==> config.mk <==
export PLATFORM = sky130hd
export DESIGN_NAME = missed_dose_log_reader_flat
export DESIGN_NICKNAME = d
export VERILOG_FILES = /design/src/rtl/missed_dose_log_reader_if.sv /design/src/rtl/missed_dose_log_reader.sv /design/src/flat_wrapper.sv
export SDC_FILE = /design/constraint.sdc
export NUM_CORES = 1
export LEC_CHECK = 0
export CELL_PAD_IN_SITES_DETAIL_PLACEMENT = 0
export CELL_PAD_IN_SITES_GLOBAL_PLACEMENT = 1
export CORE_ASPECT_RATIO = 0.6
export CORE_MARGIN = 2
export CORE_UTILIZATION = 38
export CTS_CLUSTER_DIAMETER = 30
export DETAILED_ROUTE_END_ITERATION = 10
export PLACE_DENSITY_LB_ADDON = 0.1
export SETUP_SLACK_MARGIN = 0.2
export SLEW_MARGIN = 40
export SYNTH_ARGS = -nofsm -noshare
export SYNTH_HDL_FRONTEND = slang
export SYNTH_SLANG_ARGS = --single-unit
export TNS_END_PERCENT = 50
==> constraint.sdc <==
create_clock -name clk -period 4.1 [get_ports clk]
set_clock_uncertainty 0.15 [all_clocks]
set_input_delay 0.615 -clock clk [delete_from_list [all_inputs] [get_ports clk]]
set_output_delay 0.615 -clock clk [all_outputs]
set_load 0.05 [all_outputs]
==> src/rtl/missed_dose_log_reader_if.sv <==
// Bus bundle for missed_dose_log_reader: the RAM read port and the
// valid/ready record stream toward the LCD formatter.
// master = the log reader, slave = RAM + formatter side.
interface missed_dose_log_reader_if #(
  parameter int unsigned ADDR_W = 8
);
  // RAM read port
  logic [ADDR_W-1:0] ram_addr;
  logic              ram_rden;
  logic [27:0]       ram_q;

  // record stream
  logic              out_valid;
  logic              out_ready;
  logic [3:0]        out_patient;
  logic [23:0]       out_time;
  logic [ADDR_W-1:0] out_index;

  modport master (
    output ram_addr, ram_rden, out_valid, out_patient, out_time, out_index,
    input  ram_q, out_ready
  );

  modport slave (
    input  ram_addr, ram_rden, out_valid, out_patient, out_time, out_index,
    output ram_q, out_ready
  );
endinterface

==> src/rtl/missed_dose_log_reader.sv <==
// missed_dose_log_reader: scans the missed-dose log RAM from address 0,
// skips malformed records, presents qualifying ones over valid/ready and
// counts them (saturating at 255). Stops at an END_ID slot or the last
// address.
// Optional build macro PATIENT_FILTER_EN: only records whose patient_id
// matches patient_sel (sampled at start) qualify.
module missed_dose_log_reader #(
  parameter int unsigned ADDR_W       = 8,
  parameter int unsigned DEPTH        = 256,
  parameter int unsigned READ_LATENCY = 1,
  parameter logic [3:0]  END_ID       = 4'hF
) (
  input  logic                     clk,
  input  logic                     reset,
  input  logic                     start,
  input  logic [3:0]               patient_sel,
  missed_dose_log_reader_if.master bus,
  output logic [7:0]               miss_count,
  output logic                     busy,
  output logic                     done
);

  typedef enum logic [2:0] {
    S_IDLE,
    S_ISSUE,
    S_WAIT,
    S_CHECK,
    S_PRESENT,
    S_FINISH
  } state_t;

  state_t            state;
  state_t            state_nxt;
  logic [ADDR_W-1:0] ptr;
  logic [ADDR_W-1:0] addr_q;
  logic [1:0]        lat_cnt;
  logic [27:0]       rec;

  logic              last;
  logic              is_end;
  logic              digits_ok;
  logic              range_ok;
  logic              pid_ok;
  logic              qualify;

  assign last   = (ptr == ADDR_W'(DEPTH - 1));
  assign is_end = (rec[27:24] == END_ID);

`ifdef PATIENT_FILTER_EN
  logic [3:0] sel_q;
  assign pid_ok = (rec[27:24] == sel_q);
`else
  logic unused_sel;
  assign unused_sel = ^patient_sel;
  assign pid_ok     = 1'b1;
`endif

  // every BCD nibble of the captured time must be a decimal digit
  always_comb begin
    digits_ok = 1'b1;
    for (int unsigned i = 0; i < 6; i++) begin
      if (rec[i*4 +: 4] > 4'd9) digits_ok = 1'b0;
    end
  end

  // with decimal digits, HH<=23 / MM<=59 / SS<=59 reduce to tens-digit tests
  assign range_ok = ((rec[23:20] < 4'd2) || (rec[23:20] == 4'd2 && rec[19:16] <= 4'd3))
                    && (rec[15:12] <= 4'd5)
                    && (rec[7:4]   <= 4'd5);

  assign qualify = digits_ok && range_ok && pid_ok;

  // presented record fields come straight from the captured record and ptr,
  // both of which are frozen while in PRESENT
  assign bus.out_patient = rec[27:24];
  assign bus.out_time    = rec[23:0];
  assign bus.out_index   = ptr;

  // state register
  always_ff @(posedge clk or posedge reset) begin
    if (reset) state <= S_IDLE;
    else       state <= state_nxt;
  end

  // next-state decode and state-derived outputs
  always_comb begin
    state_nxt     = state;
    bus.ram_rden  = 1'b0;
    bus.ram_addr  = addr_q;
    bus.out_valid = 1'b0;
    busy          = 1'b1;
    done          = 1'b0;
    case (state)
      S_IDLE: begin
        busy = 1'b0;
        if (start) state_nxt = S_ISSUE;
      end
      S_ISSUE: begin
        bus.ram_rden = 1'b1;
        bus.ram_addr = ptr;
        state_nxt    = S_WAIT;
      end
      S_WAIT: begin
        if (lat_cnt == '0) state_nxt = S_CHECK;
      end
      S_CHECK: begin
        if (is_end)       state_nxt = S_FINISH;
        else if (qualify) state_nxt = S_PRESENT;
        else if (last)    state_nxt = S_FINISH;
        else              state_nxt = S_ISSUE;
      end
      S_PRESENT: begin
        bus.out_valid = 1'b1;
        if (bus.out_ready) state_nxt = last ? S_FINISH : S_ISSUE;
      end
      S_FINISH: begin
        busy      = 1'b0;
        done      = 1'b1;
        state_nxt = S_IDLE;
      end
      default: begin
        busy      = 1'b0;
        state_nxt = S_IDLE;
      end
    endcase
  end

  // scan datapath: pointer, address hold, latency count, record capture, count
  // The counter is loaded with READ_LATENCY and the capture happens on the
  // cycle it reads zero, so WAIT spans READ_LATENCY+1 cycles; together with
  // ISSUE and CHECK a skipped record costs READ_LATENCY+3 cycles.
  always_ff @(posedge clk or posedge reset) begin
    if (reset) begin
      ptr        <= '0;
      addr_q     <= '0;
      lat_cnt    <= '0;
      rec        <= '0;
      miss_count <= '0;
`ifdef PATIENT_FILTER_EN
      sel_q      <= '0;
`endif
    end else begin
      case (state)
        S_IDLE: begin
          if (start) begin
            miss_count <= '0;
            ptr        <= '0;
`ifdef PATIENT_FILTER_EN
            sel_q      <= patient_sel;
`endif
          end
        end
        S_ISSUE: begin
          addr_q  <= ptr;
          lat_cnt <= 2'(READ_LATENCY);
        end
        S_WAIT: begin
          if (lat_cnt == '0) rec <= bus.ram_q;
          else               lat_cnt <= lat_cnt - 2'd1;
        end
        S_CHECK: begin
          if (!is_end && !qualify && !last) ptr <= ptr + 1'b1;
        end
        S_PRESENT: begin
          if (bus.out_ready) begin
            if (miss_count != '1) miss_count <= miss_count + 8'd1;
            if (!last)            ptr        <= ptr + 1'b1;
          end
        end
        default: ;
      endcase
    end
  end

endmodule

==> src/flat_wrapper.sv <==
// flat-port wrapper written by rule: the top's interface ports become plain ports
module missed_dose_log_reader_flat 
#(
  parameter int unsigned ADDR_W       = 8,
  parameter int unsigned DEPTH        = 256,
  parameter int unsigned READ_LATENCY = 1,
  parameter logic [3:0]  END_ID       = 4'hF
)
  (clk, reset, start, patient_sel, miss_count, busy, done, bus_ram_addr, bus_ram_rden, bus_out_valid, bus_out_patient, bus_out_time, bus_out_index, bus_ram_q, bus_out_ready);
  missed_dose_log_reader_if #(.ADDR_W(ADDR_W)) bus_i ();
  input  logic clk;
  input  logic reset;
  input  logic start;
  input  logic [3:0] patient_sel;
  output logic [7:0] miss_count;
  output logic busy;
  output logic done;
  output wire logic [$bits(bus_i.ram_addr)-1:0] bus_ram_addr;
  output wire logic [$bits(bus_i.ram_rden)-1:0] bus_ram_rden;
  output wire logic [$bits(bus_i.out_valid)-1:0] bus_out_valid;
  output wire logic [$bits(bus_i.out_patient)-1:0] bus_out_patient;
  output wire logic [$bits(bus_i.out_time)-1:0] bus_out_time;
  output wire logic [$bits(bus_i.out_index)-1:0] bus_out_index;
  input wire logic [$bits(bus_i.ram_q)-1:0] bus_ram_q;
  input wire logic [$bits(bus_i.out_ready)-1:0] bus_out_ready;
  assign bus_ram_addr = bus_i.ram_addr;
  assign bus_ram_rden = bus_i.ram_rden;
  assign bus_out_valid = bus_i.out_valid;
  assign bus_out_patient = bus_i.out_patient;
  assign bus_out_time = bus_i.out_time;
  assign bus_out_index = bus_i.out_index;
  assign bus_i.ram_q = bus_ram_q;
  assign bus_i.out_ready = bus_out_ready;
  missed_dose_log_reader #(.ADDR_W(ADDR_W), .DEPTH(DEPTH), .READ_LATENCY(READ_LATENCY), .END_ID(END_ID)) u_core (.clk(clk), .reset(reset), .start(start), .patient_sel(patient_sel), .bus(bus_i), .miss_count(miss_count), .busy(busy), .done(done));
endmodule
## Word-level counts from Yosys, hierarchy flattened

Cells that the tools add are included.

| cells by class | value |
|---|---|
| multiplexer cells | 28 |
| $add $sub $neg | 3 |
| equality and inequality tests | 16 |
| magnitude comparators | 10 |
| reduce and logical (&&, ||, !) cells | 21 |

Operators with widths:

| operator | number |
|---|---|
| 8-bit 2-to-1 mux | 7 |
| 4-bit greater-than comparator (second input constant) | 6 |
| 8-bit one-hot mux with 3 select lines | 1 |
| 3-bit 2-to-1 mux | 6 |
| 8-bit by 1-bit adder with 8-bit output (second input constant) | 2 |
| 8-bit one-hot mux with 2 select lines | 1 |
| 3-bit one-hot mux with 5 select lines | 1 |
| 1-bit 2-to-1 mux | 10 |
| 8-bit equality test (second input constant) | 1 |
| 4-bit by 3-bit <= comparator with 1-bit output (second input constant) | 2 |
| 2-bit != test (second input constant) | 4 |
| 8-bit != test (second input constant) | 1 |
| 3-bit by 2-bit equality test with 1-bit output (second input constant) | 2 |
| 3-bit equality test (second input constant) | 2 |
| 1-bit logical AND | 6 |
| 2-bit by 1-bit != test with 1-bit output (second input constant) | 3 |
| 5-bit AND reduction | 1 |
| 4-bit by 2-bit equality test with 1-bit output (second input constant) | 1 |
| 4-bit equality test (second input constant) | 1 |
| 4-bit by 2-bit <= comparator with 1-bit output (second input constant) | 1 |
| 4-bit by 2-bit < comparator with 1-bit output (second input constant) | 1 |
| 2-bit one-hot mux with 2 select lines | 1 |
| 2-bit AND reduction | 2 |
| 4-bit AND reduction | 1 |
| other kinds (11) | 14 |

| word-level totals | value |
|---|---|
| word-level logic and storage cells | 84 |
| output and inout bits | 56 |
| input port bits | 36 |
| bits in registers | 57 |

## Depth between registers and ports, before layout

| depth | value |
|---|---|
| depth after elaboration | 13 |
| mapped depth | 8 |
| depth with buffers taken out | 7 |

## Worst setup path after synthesis

No wires, ideal clock.

| path | value |
|---|---|
| path type | register to output |
| start | register u_core.state[0] |
| end | output bus_ram_addr[0] |
| required time | 3.335 ns |
| stages on the path, launching flop included | 5 |
| path buffers | 1 |
| setup slack | 1.252 ns |
| arrival | 2.083 ns |
| path through | dfrtp_1 > buf_4 > inv_1 > nor3_2 > mux2_2 |

| on the way | value |
|---|---|
| cells in the longest elaborated chain, start to end | 2 |

Ends and longest elaborated chain:

| element | RTL line | source |
|---|---|---|
| start, declared | missed_dose_log_reader.sv:32 | `state_t state;` |
| start signal, assigned | missed_dose_log_reader.sv:82 | `else state <= state_nxt;` |
| 3-bit by 1-bit equality test with 1-bit output | missed_dose_log_reader.sv:93 | `case (state)` |
| 8-bit 2-to-1 mux | missed_dose_log_reader.sv:93 |  |
| end, declared | flat_wrapper.sv:18 | `output wire logic [$bits(bus_i.ram_addr)-1:0] bus_ram_addr;` |

Every way passes these cells.

## Worst setup path after layout

| path | value |
|---|---|
| start | register u_core.state[0] |
| end | output bus_ram_addr[3] |

The elaborated chain is that of the path after synthesis.

==> impl_metrics.env <==
export IMPL_status="finished, final reports clean"
export IMPL_cts_tree="yes"
export IMPL_die_w_microns=113
export IMPL_async_reset_ff_share_pct=100
export IMPL_syn_nets=263
export IMPL_leakage_nw=1.65
export IMPL_initial_core_util_pct=39.7
export IMPL_synth_edf_count=0
export IMPL_ant_nets=0
export IMPL_power_density_nw_per_um2=814
export IMPL_yosys_warnings=0
export IMPL_synth_top_cells_by_area="dfrtp_1 (53%), mux2_2 (16%), nor2_1 (2.4%)"
export IMPL_required_ns=3.34
export IMPL_postCtsSetupBuffers=0
export IMPL_fp_dieH_microns=69.1
export IMPL_fmax_ghz=0.299
export IMPL_synth_seq_cells=57
export IMPL_n_antenna_cell=0
export IMPL_whs_endpoint="u_core.addr_q[7]$_DFF_PP0_"
export IMPL_synth_top_area_cell="dfrtp_1"
export IMPL_first_pass_iters=4
export IMPL_place_congestion=0.740
export IMPL_drt_total_wl_mm=6.03
export IMPL_cts_sinks=57
export IMPL_cp_depth=5
export IMPL_cts_hold_buffers=0
export IMPL_ios=92
export IMPL_nNetsFinal=356
export IMPL_r2r_end="u_core.miss_count[7]$_DFFE_PP0P_"
export IMPL_tightest_slew_ns=0.621
export IMPL_hold_viol=0
export IMPL_slowest_stage="clkdlybuf4s50_1"
export IMPL_grt_pass1_vias=2067
export IMPL_yosysMostFrequentCell="dfrtp_1"
export IMPL_synth_top_family_by_area="multiplexers"
export IMPL_portBuffers=87
export IMPL_synth_xor_area_share_pct=2.61
export IMPL_final_util_pct=57.9
export IMPL_syn_cell_area_sq_um=2690
export IMPL_holdPathStages=1
export IMPL_initialDrtViolationCount=62
export IMPL_synth_fa_ha_area_share_pct=1.40
export IMPL_layout_drive_gt1_share_pct=23.0
export IMPL_cts_buffers=9
export IMPL_r2r_setup_slack_ns=1.86
export IMPL_fin_crit_ns=3.34
export IMPL_clock_latency_ns=0.32
export IMPL_antenna_found_initial=0
export IMPL_p_total_mw=3.18
export IMPL_worst_path_max_fanout=9
export IMPL_crit_path_end_kind="output port"
export IMPL_maxCapViolCount=0
export IMPL_drv_slew=0
export IMPL_wire_per_inst_microns=14.7
export IMPL_track_usage_pct=16.4
export IMPL_fp_dieArea_sq_um=7780
export IMPL_grt_overflow_total=0
export IMPL_synth_compound_area_share_pct=9.45
export IMPL_peakVddDrop_mv=0.596
export IMPL_ys_seq_area_share_pct=53.1
export IMPL_fin_tns_setup_ns=0
export IMPL_synth_mux_area_share_pct=15.9
export IMPL_path_class="register to output port"
export IMPL_worstHoldPathType="register to register"
export IMPL_relSlewSlack_pct=58.6
export IMPL_viasPerCell=4.84
export IMPL_h_tree_depth=3
export IMPL_avgSynthCellArea_sq_um=12.0
export IMPL_yosys_area_share_simple_pct=13.8
export IMPL_startpoint="u_core.state[0]$_DFFE_PP0P_"
export IMPL_rows=23
export IMPL_drc=0
export IMPL_timing_final_crit_share_pct=81.5
export IMPL_clockBufferDepth=2
export IMPL_rr_worst_depth=6
export IMPL_vias=1980
export IMPL_rr_startpoint="u_core.state[2]$_DFFE_PP0P_"
export IMPL_synthCells=224
export IMPL_core_area_sq_um=6760
export IMPL_crit_buf_inv=3
export IMPL_synth_top_area_share_pct=53.1
export IMPL_post_cts_resized=0
export IMPL_crit_family="buffers and inverters"
export IMPL_startpoint_type="register"
export IMPL_hp_start="u_core.addr_q[7]$_DFF_PP0_"
export IMPL_hpwl_mm=4.36
export IMPL_path_clk_slew_ns=0.05
export IMPL_grt_max_degree=36
export IMPL_setup_violations=0
export IMPL_cts_root_buf="clkbuf_16"
export IMPL_yosysUniqueCellTypes=47
export IMPL_arrival_ns=2.58
export IMPL_grt_pass1_wl_mm=10.0
export IMPL_rsz0062_at_grt="false"
export IMPL_cpPeakStageDelay_ns=0.70
export IMPL_synth_main_ff_cell="dfrtp_1"
export IMPL_yosys_top_cells_count="dfrtp_1 (57), mux2_2 (38), nor2_1 (17), o21ai_0 (12), nand2_1 (11)"
export IMPL_cp_cell_sequence="inv_1, nor3_2, buf_4, mux2_2, clkdlybuf4s50_1"
export IMPL_area_growth_pct=45.6
## through the flow
step	setup WS (ns)	instances	hold WS, ns	cell area [sq um]
4_1_cts	0.708	409	0.349	3910
6_report	0.759	409	0.344	3910
5_1_grt	0.600	409	0.368	3910
3_5_place_dp	1.07	393	0.336	3640
2_1_floorplan	1.25	224	0.362	2690
3_3_place_gp	1.09	393	0.330	3640
## layer usage
layer	routed length, microns	track usage, %	part of all wire [%]
met4	71	5.28	1.2
met5	0	0	0
met1	3130	23.4	52
met2	2520	23.3	42
met3	310	5.89	5.1
## sequential cells by signal (all words and copies together), names as in the netlist
register	flops
u_core.bus.out_index	8
u_core.addr_q	8
u_core.rec	28
u_core.state	3
u_core.lat_cnt	2
u_core.miss_count	8
## power breakdown
| part | switching (mW) | leakage (nW) | internal, mW |
|---|---|---|---|
| clock | 0.241 | 0.139 | 0.438 |
| sequential | 0.167 | 0.722 | 0.751 |
| combinational | 0.979 | 0.784 | 0.609 |
## cell type report
type | instances | area [sq um]
clock inverters | 3 | 15.0
well taps | 87 | 109
multi-input cells | 148 | 1160
clock buffers | 13 | 260
fillers | 594 | 2850
flip-flops and latches | 57 | 1430
repair buffers | 91 | 901
inverters | 10 | 37.5
## cells by family after synthesis
kind of cell	after synthesis
compound gates	35
mux	38
fa+ha+maj	3
xor+xnor	8
buf+inv	19
flops	57
simple gates	64
## cells in the final DEF, fill, tap and decap left out, drive strengths merged, types with 2 or more instances in the layout
cell and instances:
xnor2 6, clkbuf 13, buf 4, nor2 19
nor3 3, xor2 2, mux2 38, ha 3
inv 10, o21ai 13, clkdlybuf4s50 87, or2 2
a211oi 4, a21oi 8, nor2b 3, nor3b 2
or3 3, nand4 5, dfrtp 57, nand2 13
clkinv 3, nand3 9
## worst reg2reg max path, delay by kind of cell, from the launching register on
family	cells	cell delay, ns
and+or+nand+nor	4	0.85
DFF	1	0.73
muxes	1	0.28
AOI/OAI and AO/OA	1	0.15
## worst max path at each step
stage               slack (ns)               to
floorplan                 1.25  bus_ram_addr[0]
global placement          1.09  bus_ram_addr[0]
detailed placement        1.07  bus_ram_addr[3]
CTS                       0.71  bus_ram_addr[3]
global route              0.60  bus_ram_addr[3]
finish                    0.76  bus_ram_addr[3]
Note: power is estimated with default switching activity, not from simulation.
